**src/rtl/snake_pkg.sv**
```systemverilog
// Shared types and constants for the playfield redraw path.
// The grid is 16x12 cells and each draw command is an 11-bit {x, y, code} word.
package snake_pkg;

    typedef enum logic [2:0] {
        OBJ_EMPTY  = 3'd0,
        OBJ_HEAD   = 3'd1,
        OBJ_BODY   = 3'd2,
        OBJ_APPLE  = 3'd3,
        OBJ_BORDER = 3'd4
    } obj_code_t;

    localparam int GRID_COLS = 16;
    localparam int GRID_ROWS = 12;

    typedef enum logic [1:0] {
        ST_IDLE  = 2'd0,
        ST_SCAN  = 2'd1,
        ST_DRAIN = 2'd2
    } sched_state_t;

    typedef struct packed {
        logic [3:0] x;
        logic [3:0] y;
        obj_code_t  code;
    } draw_cmd_t;

    function automatic draw_cmd_t make_cmd(input logic [3:0] x, input logic [3:0] y,
                                           input obj_code_t code);
        draw_cmd_t c;
        c.x    = x;
        c.y    = y;
        c.code = code;
        return c;
    endfunction

endpackage

```
**src/rtl/cell_redraw_scheduler_if.sv**
```systemverilog
// Valid/ready draw-command channel from the scheduler to the display writer.
interface cell_redraw_scheduler_if;
    import snake_pkg::*;

    logic       draw_valid;
    logic       draw_ready;
    logic [3:0] draw_x;
    logic [3:0] draw_y;
    obj_code_t  draw_code;

    modport master (output draw_valid, output draw_x, output draw_y, output draw_code,
                    input  draw_ready);
    modport slave  (input  draw_valid, input  draw_x, input  draw_y, input  draw_code,
                    output draw_ready);
endinterface

```
**src/rtl/cell_redraw_scheduler_draw_cmd_fifo.sv**
```systemverilog
// First-word-fall-through FIFO for draw commands.
// The read port shows zero while the FIFO is empty.
module draw_cmd_fifo
    import snake_pkg::*;
#(
    parameter int DEPTH = 4
) (
    input  logic      clk,
    input  logic      nrst,
    input  logic      push_i,
    input  logic      pop_i,
    input  draw_cmd_t wdata_i,
    output draw_cmd_t rdata_o,
    output logic      full_o,
    output logic      empty_o
);
    localparam int AW = $clog2(DEPTH);
    localparam logic [AW:0] PTR_ONE = {{AW{1'b0}}, 1'b1};

    logic [AW:0] wr_q;
    logic [AW:0] rd_q;
    draw_cmd_t   mem_q [DEPTH];
    logic        do_push_s;
    logic        do_pop_s;

    // Pointers carry one extra wrap bit to tell full from empty.
    assign full_o    = (wr_q[AW] != rd_q[AW]) && (wr_q[AW-1:0] == rd_q[AW-1:0]);
    assign empty_o   = (wr_q == rd_q);
    assign do_push_s = push_i && !full_o;
    assign do_pop_s  = pop_i && !empty_o;
    assign rdata_o   = empty_o ? '0 : mem_q[rd_q[AW-1:0]];

    // Pointer update.
    always_ff @(posedge clk or negedge nrst) begin
        if (!nrst) begin
            wr_q <= '0;
            rd_q <= '0;
        end else begin
            if (do_push_s) wr_q <= wr_q + PTR_ONE;
            if (do_pop_s)  rd_q <= rd_q + PTR_ONE;
        end
    end

    // Storage write.
    always_ff @(posedge clk) begin
        if (do_push_s) mem_q[wr_q[AW-1:0]] <= wdata_i;
    end
endmodule

```
**src/rtl/cell_redraw_scheduler.sv**
```systemverilog
// Per-frame cell scan: walks the frame tracker one cell at a time and queues redraw commands
// for changed cells (or every cell in force mode) toward the display writer.
module cell_redraw_scheduler
    import snake_pkg::*;
#(
    parameter int COLS       = GRID_COLS,
    parameter int ROWS       = GRID_ROWS,
    parameter int FIFO_DEPTH = 4
) (
    input  logic                    clk,
    input  logic                    nrst,
    input  logic                    tick,
    input  logic                    force_all,
    input  logic                    trk_diff,
    input  logic [3:0]              trk_x,
    input  logic [3:0]              trk_y,
    input  obj_code_t               trk_code,
    output logic                    trk_enable,
    cell_redraw_scheduler_if.master draw,
    output logic                    busy,
    output logic                    frame_done,
    output logic                    overrun
);
    localparam logic [7:0] LAST_CELL = 8'(COLS * ROWS - 1);

    sched_state_t state_q;
    logic [7:0]   cnt_q;
    logic         pend_q;
    logic         force_q;
    logic         frame_done_q;
    logic         overrun_q;

    logic         full_s;
    logic         empty_s;
    logic         push_s;
    logic         pop_s;
    draw_cmd_t    head_s;

    // A full FIFO stalls the tracker, even when a pop frees a slot in the same cycle.
    assign trk_enable      = (state_q == ST_SCAN) && !full_s;
    assign push_s          = trk_enable && (trk_diff || force_q);
    assign pop_s           = draw.draw_valid && draw.draw_ready;
    assign draw.draw_valid = !empty_s;
    assign draw.draw_x     = head_s.x;
    assign draw.draw_y     = head_s.y;
    assign draw.draw_code  = head_s.code;
    assign busy            = (state_q != ST_IDLE);
    assign frame_done      = frame_done_q;
    assign overrun         = overrun_q;

    draw_cmd_fifo #(.DEPTH(FIFO_DEPTH)) u_fifo (
        .clk     (clk),
        .nrst    (nrst),
        .push_i  (push_s),
        .pop_i   (pop_s),
        .wdata_i (make_cmd(trk_x, trk_y, trk_code)),
        .rdata_o (head_s),
        .full_o  (full_s),
        .empty_o (empty_s)
    );

    // Frame sequencing, tick bookkeeping and the one-cycle status pulses.
    always_ff @(posedge clk or negedge nrst) begin
        if (!nrst) begin
            state_q      <= ST_IDLE;
            cnt_q        <= 8'd0;
            pend_q       <= 1'b0;
            force_q      <= 1'b0;
            frame_done_q <= 1'b0;
            overrun_q    <= 1'b0;
        end else begin
            frame_done_q <= 1'b0;
            overrun_q    <= 1'b0;
            case (state_q)
                ST_IDLE: begin
                    if (tick || pend_q) begin
                        // A fresh tick landing alongside a pending one stays queued.
                        force_q <= force_all;
                        pend_q  <= tick && pend_q;
                        cnt_q   <= 8'd0;
                        state_q <= ST_SCAN;
                    end
                end
                ST_SCAN: begin
                    if (tick) begin
                        overrun_q <= pend_q;
                        pend_q    <= 1'b1;
                    end
                    if (trk_enable) begin
                        cnt_q <= cnt_q + 8'd1;
                        if (cnt_q == LAST_CELL) state_q <= ST_DRAIN;
                    end
                end
                ST_DRAIN: begin
                    if (tick) begin
                        overrun_q <= pend_q;
                        pend_q    <= 1'b1;
                    end
                    if (empty_s) begin
                        frame_done_q <= 1'b1;
                        state_q      <= ST_IDLE;
                    end
                end
                default: state_q <= ST_IDLE;
            endcase
        end
    end
endmodule

```
**src/flat_wrapper.sv**
```systemverilog
// flat-port wrapper written by rule: the top's interface ports become plain ports
module cell_redraw_scheduler_flat import snake_pkg::*;
#(
    parameter int COLS       = GRID_COLS,
    parameter int ROWS       = GRID_ROWS,
    parameter int FIFO_DEPTH = 4
)
  (clk, nrst, tick, force_all, trk_diff, trk_x, trk_y, trk_code, trk_enable, busy, frame_done, overrun, draw_draw_valid, draw_draw_x, draw_draw_y, draw_draw_code, draw_draw_ready);
  cell_redraw_scheduler_if draw_i ();
  input  logic clk;
  input  logic nrst;
  input  logic tick;
  input  logic force_all;
  input  logic trk_diff;
  input  logic [3:0] trk_x;
  input  logic [3:0] trk_y;
  input  obj_code_t trk_code;
  output logic trk_enable;
  output logic busy;
  output logic frame_done;
  output logic overrun;
  output wire logic [$bits(draw_i.draw_valid)-1:0] draw_draw_valid;
  output wire logic [$bits(draw_i.draw_x)-1:0] draw_draw_x;
  output wire logic [$bits(draw_i.draw_y)-1:0] draw_draw_y;
  output wire logic [$bits(draw_i.draw_code)-1:0] draw_draw_code;
  input wire logic [$bits(draw_i.draw_ready)-1:0] draw_draw_ready;
  assign draw_draw_valid = draw_i.draw_valid;
  assign draw_draw_x = draw_i.draw_x;
  assign draw_draw_y = draw_i.draw_y;
  assign draw_draw_code = draw_i.draw_code;
  assign draw_i.draw_ready = draw_draw_ready;
  cell_redraw_scheduler #(.COLS(COLS), .ROWS(ROWS), .FIFO_DEPTH(FIFO_DEPTH)) u_core (.clk(clk), .nrst(nrst), .tick(tick), .force_all(force_all), .trk_diff(trk_diff), .trk_x(trk_x), .trk_y(trk_y), .trk_code(trk_code), .trk_enable(trk_enable), .draw(draw_i), .busy(busy), .frame_done(frame_done), .overrun(overrun));
endmodule
```
**config.mk**
```make
export PLATFORM = sky130hd
export DESIGN_NAME = cell_redraw_scheduler_flat
export DESIGN_NICKNAME = d
export VERILOG_FILES = /design/src/rtl/snake_pkg.sv /design/src/rtl/cell_redraw_scheduler_if.sv /design/src/rtl/cell_redraw_scheduler_draw_cmd_fifo.sv /design/src/rtl/cell_redraw_scheduler.sv /design/src/flat_wrapper.sv
export SDC_FILE = /design/constraint.sdc
export NUM_CORES = 1
export LEC_CHECK = 0
export ABC_CLOCK_PERIOD_IN_PS = 6300
export BUFFER_PORTS_ARGS = -buffer_cell sky130_fd_sc_hd__buf_2
export CORE_MARGIN = 2
export CORE_UTILIZATION = 35
export CTS_BUF_LIST = sky130_fd_sc_hd__clkbuf_4 sky130_fd_sc_hd__clkbuf_8
export DETAILED_ROUTE_END_ITERATION = 6
export PLACE_DENSITY_LB_ADDON = 0.1
export SYNTH_ARGS = -nofsm -noshare
export SYNTH_HDL_FRONTEND = slang
export SYNTH_SLANG_ARGS = --single-unit
```
**constraint.sdc**
```tcl
create_clock -name clk -period 6.3 [get_ports clk]
set_input_delay 0.315 -clock clk [delete_from_list [all_inputs] [get_ports clk]]
set_output_delay 0.315 -clock clk [all_outputs]
set_load 0.1 [all_outputs]
```
==> results.sh <==
export IMPL_status="finished clean"
export IMPL_gr_total_overflow=0
export IMPL_core_mm2=0.00818
export IMPL_hpwlAfterDp_um=3710
export IMPL_syn_num_nets=214
export IMPL_cts_buffers=9
export IMPL_timing_hold_worst_start="trk_y[0]"
export IMPL_start_util_pct=35.8
export IMPL_min_path_cells=1
export IMPL_hold_path_class="input pin to flop"
export IMPL_crit_arrival_ns=2.36
export IMPL_vias=1640
export IMPL_grt_pass1_vias=1618
export IMPL_timing_rr_end="u_core.u_fifo.mem_q[3][6]$_DFFE_PP_"
export IMPL_end_kind="output pin"
export IMPL_fin_worst_skew_ns=0.00733
export IMPL_clock_sinks=64
export IMPL_synth_area_per_cell_um2=15.7
export IMPL_io_buffers=32
export IMPL_cp_buffers_inverters=1
export IMPL_ant_nets=0
export IMPL_hold_end="u_core.u_fifo.mem_q[2][3]$_DFFE_PP_"
export IMPL_synth_cells=186
export IMPL_rsz0062_at_grt="no"
export IMPL_drt_initial_drc_count=96
export IMPL_r2r_start="u_core.u_fifo.rd_q[0]$_DFFE_PN0P_"
export IMPL_reg2regPathDepth=3
export IMPL_worstPathRequired_ns=5.98
export IMPL_antenna_found_initial=0
export IMPL_worstMarginPinSlew_ns=0.933
export IMPL_slowest_stage="dfrtp_1"
export IMPL_syn_area_mm2=0.00293
export IMPL_drt_first_pass_iters=4
export IMPL_final_core_util_pct=41.3
export IMPL_die_area_mm2=0.00911
export IMPL_ys_ff_latch=64
export IMPL_slew_headroom_pct=37.8
export IMPL_path_cells="xnor2_2, nand3_4, and2_1, buf_2"
export IMPL_crit_type="flop to output pin"
export IMPL_ys_types=42
export IMPL_drive_gt1_share_pct=30.9
export IMPL_grt_total_usage_pct=13.1
export IMPL_clk_pin_slew_ns=0.07
export IMPL_synth_seq_area_share_pct=62.2
export IMPL_grt_pass1_wl_um=8500
export IMPL_routedWlPerCell_um=16.2
export IMPL_post_cts_resized=0
export IMPL_postCtsSetupRepairBufs=0
export IMPL_final_area_mm2=0.00338
export IMPL_wirelength_um=5420
export IMPL_min_period_ns=2.68
export IMPL_dpl_cell_area_mm2=0.00320
export IMPL_final_nets=253
export IMPL_holdBufCountCts=1
export IMPL_fillerInstances=767
export IMPL_route_detailed_drc=0
export IMPL_vias_per_cell=4.90
export IMPL_finalSetupViolations=0
export IMPL_clock_latency_ns=0.33
export IMPL_die_y_um=95.5
export IMPL_cts_max_level=3
export IMPL_worstSetupStartpointType="flop"
export IMPL_setup_tns_ns=0
export IMPL_finalCritPeriodShare_pct=42.5
export IMPL_syn_to_final_growth_pct=15.4
export IMPL_num_io_pins=33
export IMPL_fp_row_count=33
export IMPL_diodes=0
export IMPL_hold_violations=0
export IMPL_crit_path_max_fanout=18
export IMPL_critPathTopFamily="flip-flops"
export IMPL_drv_slew=0
export IMPL_achievable_frequency_mhz=373
export IMPL_die_width_um=95.5
export IMPL_routabilityCongestion=0.680
export IMPL_root_buffer="clkbuf_8"
export IMPL_critPathMaxStageDelay_ns=0.96
export IMPL_maxCapViolations=0
export IMPL_clockBufferDepth=2
export IMPL_yosysWarnings=0
export IMPL_cts_tree="yes"
export IMPL_worstSetupStartpoint="u_core.u_fifo.rd_q[0]$_DFFE_PN0P_"
export IMPL_reg2reg_slack_ns=3.64
export IMPL_grt_max_degree=21
-- kinds of logic after synthesis --
kind of cell / count (synthesis) / synth area share (%)
adders and majority gates: 11 / 4.70
DFF: 64 / 62.2
muxes: 14 / 9.74
buffers and inverters: 14 / 1.92
xor gates and xnor gates: 11 / 4.06
and+or+nand+nor: 47 / 10.2
AOI/OAI and AO/OA: 25 / 7.18
-- per-layer routing --
layer / global-route usage [%] / routed length, um / part of all wire, %
met4: 5.00 / 51 / 0.94
met2: 21.5 / 2710 / 50
met3: 4.35 / 222 / 4.1
met5: 0 / 0 / 0
met1: 16.2 / 2440 / 45
-- synthesized netlist by cell type --
cell type,n,area (um^2)
a2111oi_4,1,27.5
buf_2,3,15.0
or3_1,2,12.5
nand4_1,2,12.5
or2_4,1,8.76
mux2_4,1,15.0
o2bb2ai_1,1,8.76
xor2_1,5,43.8
xnor2_2,3,48.8
o221ai_1,1,8.76
a21oi_1,1,5.00
ha_1,11,138
dfrtp_1,20,500
clkbuf_1,2,7.51
a221o_1,2,20.0
nand3_4,1,17.5
a41oi_1,1,8.76
nand3_1,3,15.0
nor3b_1,1,7.51
nand2_1,6,22.5
a311oi_2,1,15.0
xnor2_1,3,26.3
and2_1,18,113
nor4_4,1,21.3
mux2_2,2,22.5
a211oi_1,2,15.0
or3b_2,1,8.76
o311ai_2,1,16.3
a2bb2oi_1,1,8.76
o21ai_0,7,35.0
o21ai_1,3,15.0
a2111oi_0,1,8.76
nor2_1,3,11.3
nor2b_1,2,12.5
inv_1,9,33.8
a22o_1,1,8.76
nand3b_1,1,7.51
a311oi_1,1,8.76
edfxtp_1,44,1320
and3_1,2,12.5
nor3_1,3,15.0
mux4_2,11,248
-- registers in the layout, summed over array words and instances, names as in the netlist --
name / flops
u_core.cnt_q: 8
u_core.u_fifo.mem_q: 44
u_core.state_q: 2
u_core.frame_done: 1
u_core.overrun: 1
u_core.u_fifo.rd_q: 3
u_core.force_q: 1
u_core.pend_q: 1
u_core.u_fifo.wr_q: 3
-- placed cells by master, fill, tap and decap left out, types with 5 or more instances in the layout --
| master | synthesis | layout |
|---|---|---|
| and2_1 | 18 | 18 |
| buf_2 | 3 | 32 |
| clkbuf_8 | 0 | 9 |
| dfrtp_1 | 20 | 20 |
| edfxtp_1 | 44 | 44 |
| ha_1 | 11 | 11 |
| inv_1 | 9 | 9 |
| mux4_2 | 11 | 11 |
| nand2_1 | 6 | 6 |
| o21ai_0 | 7 | 7 |
| xor2_1 | 5 | 5 |
-- worst max path at each step --
stage	cells past startpoint	slack, ns	to
final	4	3.62	draw_draw_y[3]
after global routing	3	3.34	u_core.u_fifo.mem_q[3][4]$_DFFE_PP_
after CTS	4	3.51	draw_draw_y[3]
after detailed placement	3	3.55	u_core.u_fifo.mem_q[3][2]$_DFFE_PP_
after global placement	3	3.57	u_core.u_fifo.mem_q[3][2]$_DFFE_PP_
after floorplan	5	3.29	draw_draw_code[2]
-- cell type report --
cell class                      count  area [um^2]  area share, %
Multi-Input combinational cell    108         1050           31.1
Tap cell                          105          131           3.89
Inverter                            9         33.8           1.00
Clock buffer                        9          124           3.67
Sequential cell                    64         1820           53.9
Timing Repair Buffer               33          170           5.04
Clock inverter                      7         47.5           1.41
-- worst reg2reg max path: cells and delay by family, from the launching register on --
kind                      cells  cell delay, ns
xor gates and xnor gates      1            0.20
AOI/OAI and AO/OA             1            0.52
DFF                           1            0.96
and+or+nand+nor               1            0.62
-- through the flow --
stage          std cells  worst slack, ns  hold WS, ns
2_1_floorplan        186             3.29       0.0194
3_3_place_gp         318             3.57        0.303
3_5_place_dp         318             3.55        0.307
4_1_cts              335             3.51        0.179
5_1_grt              335             3.34        0.175
6_report             335             3.62        0.199
Power is not shown: default switching activity piles up to over one toggle a cycle in this logic, so the estimate is an artifact.
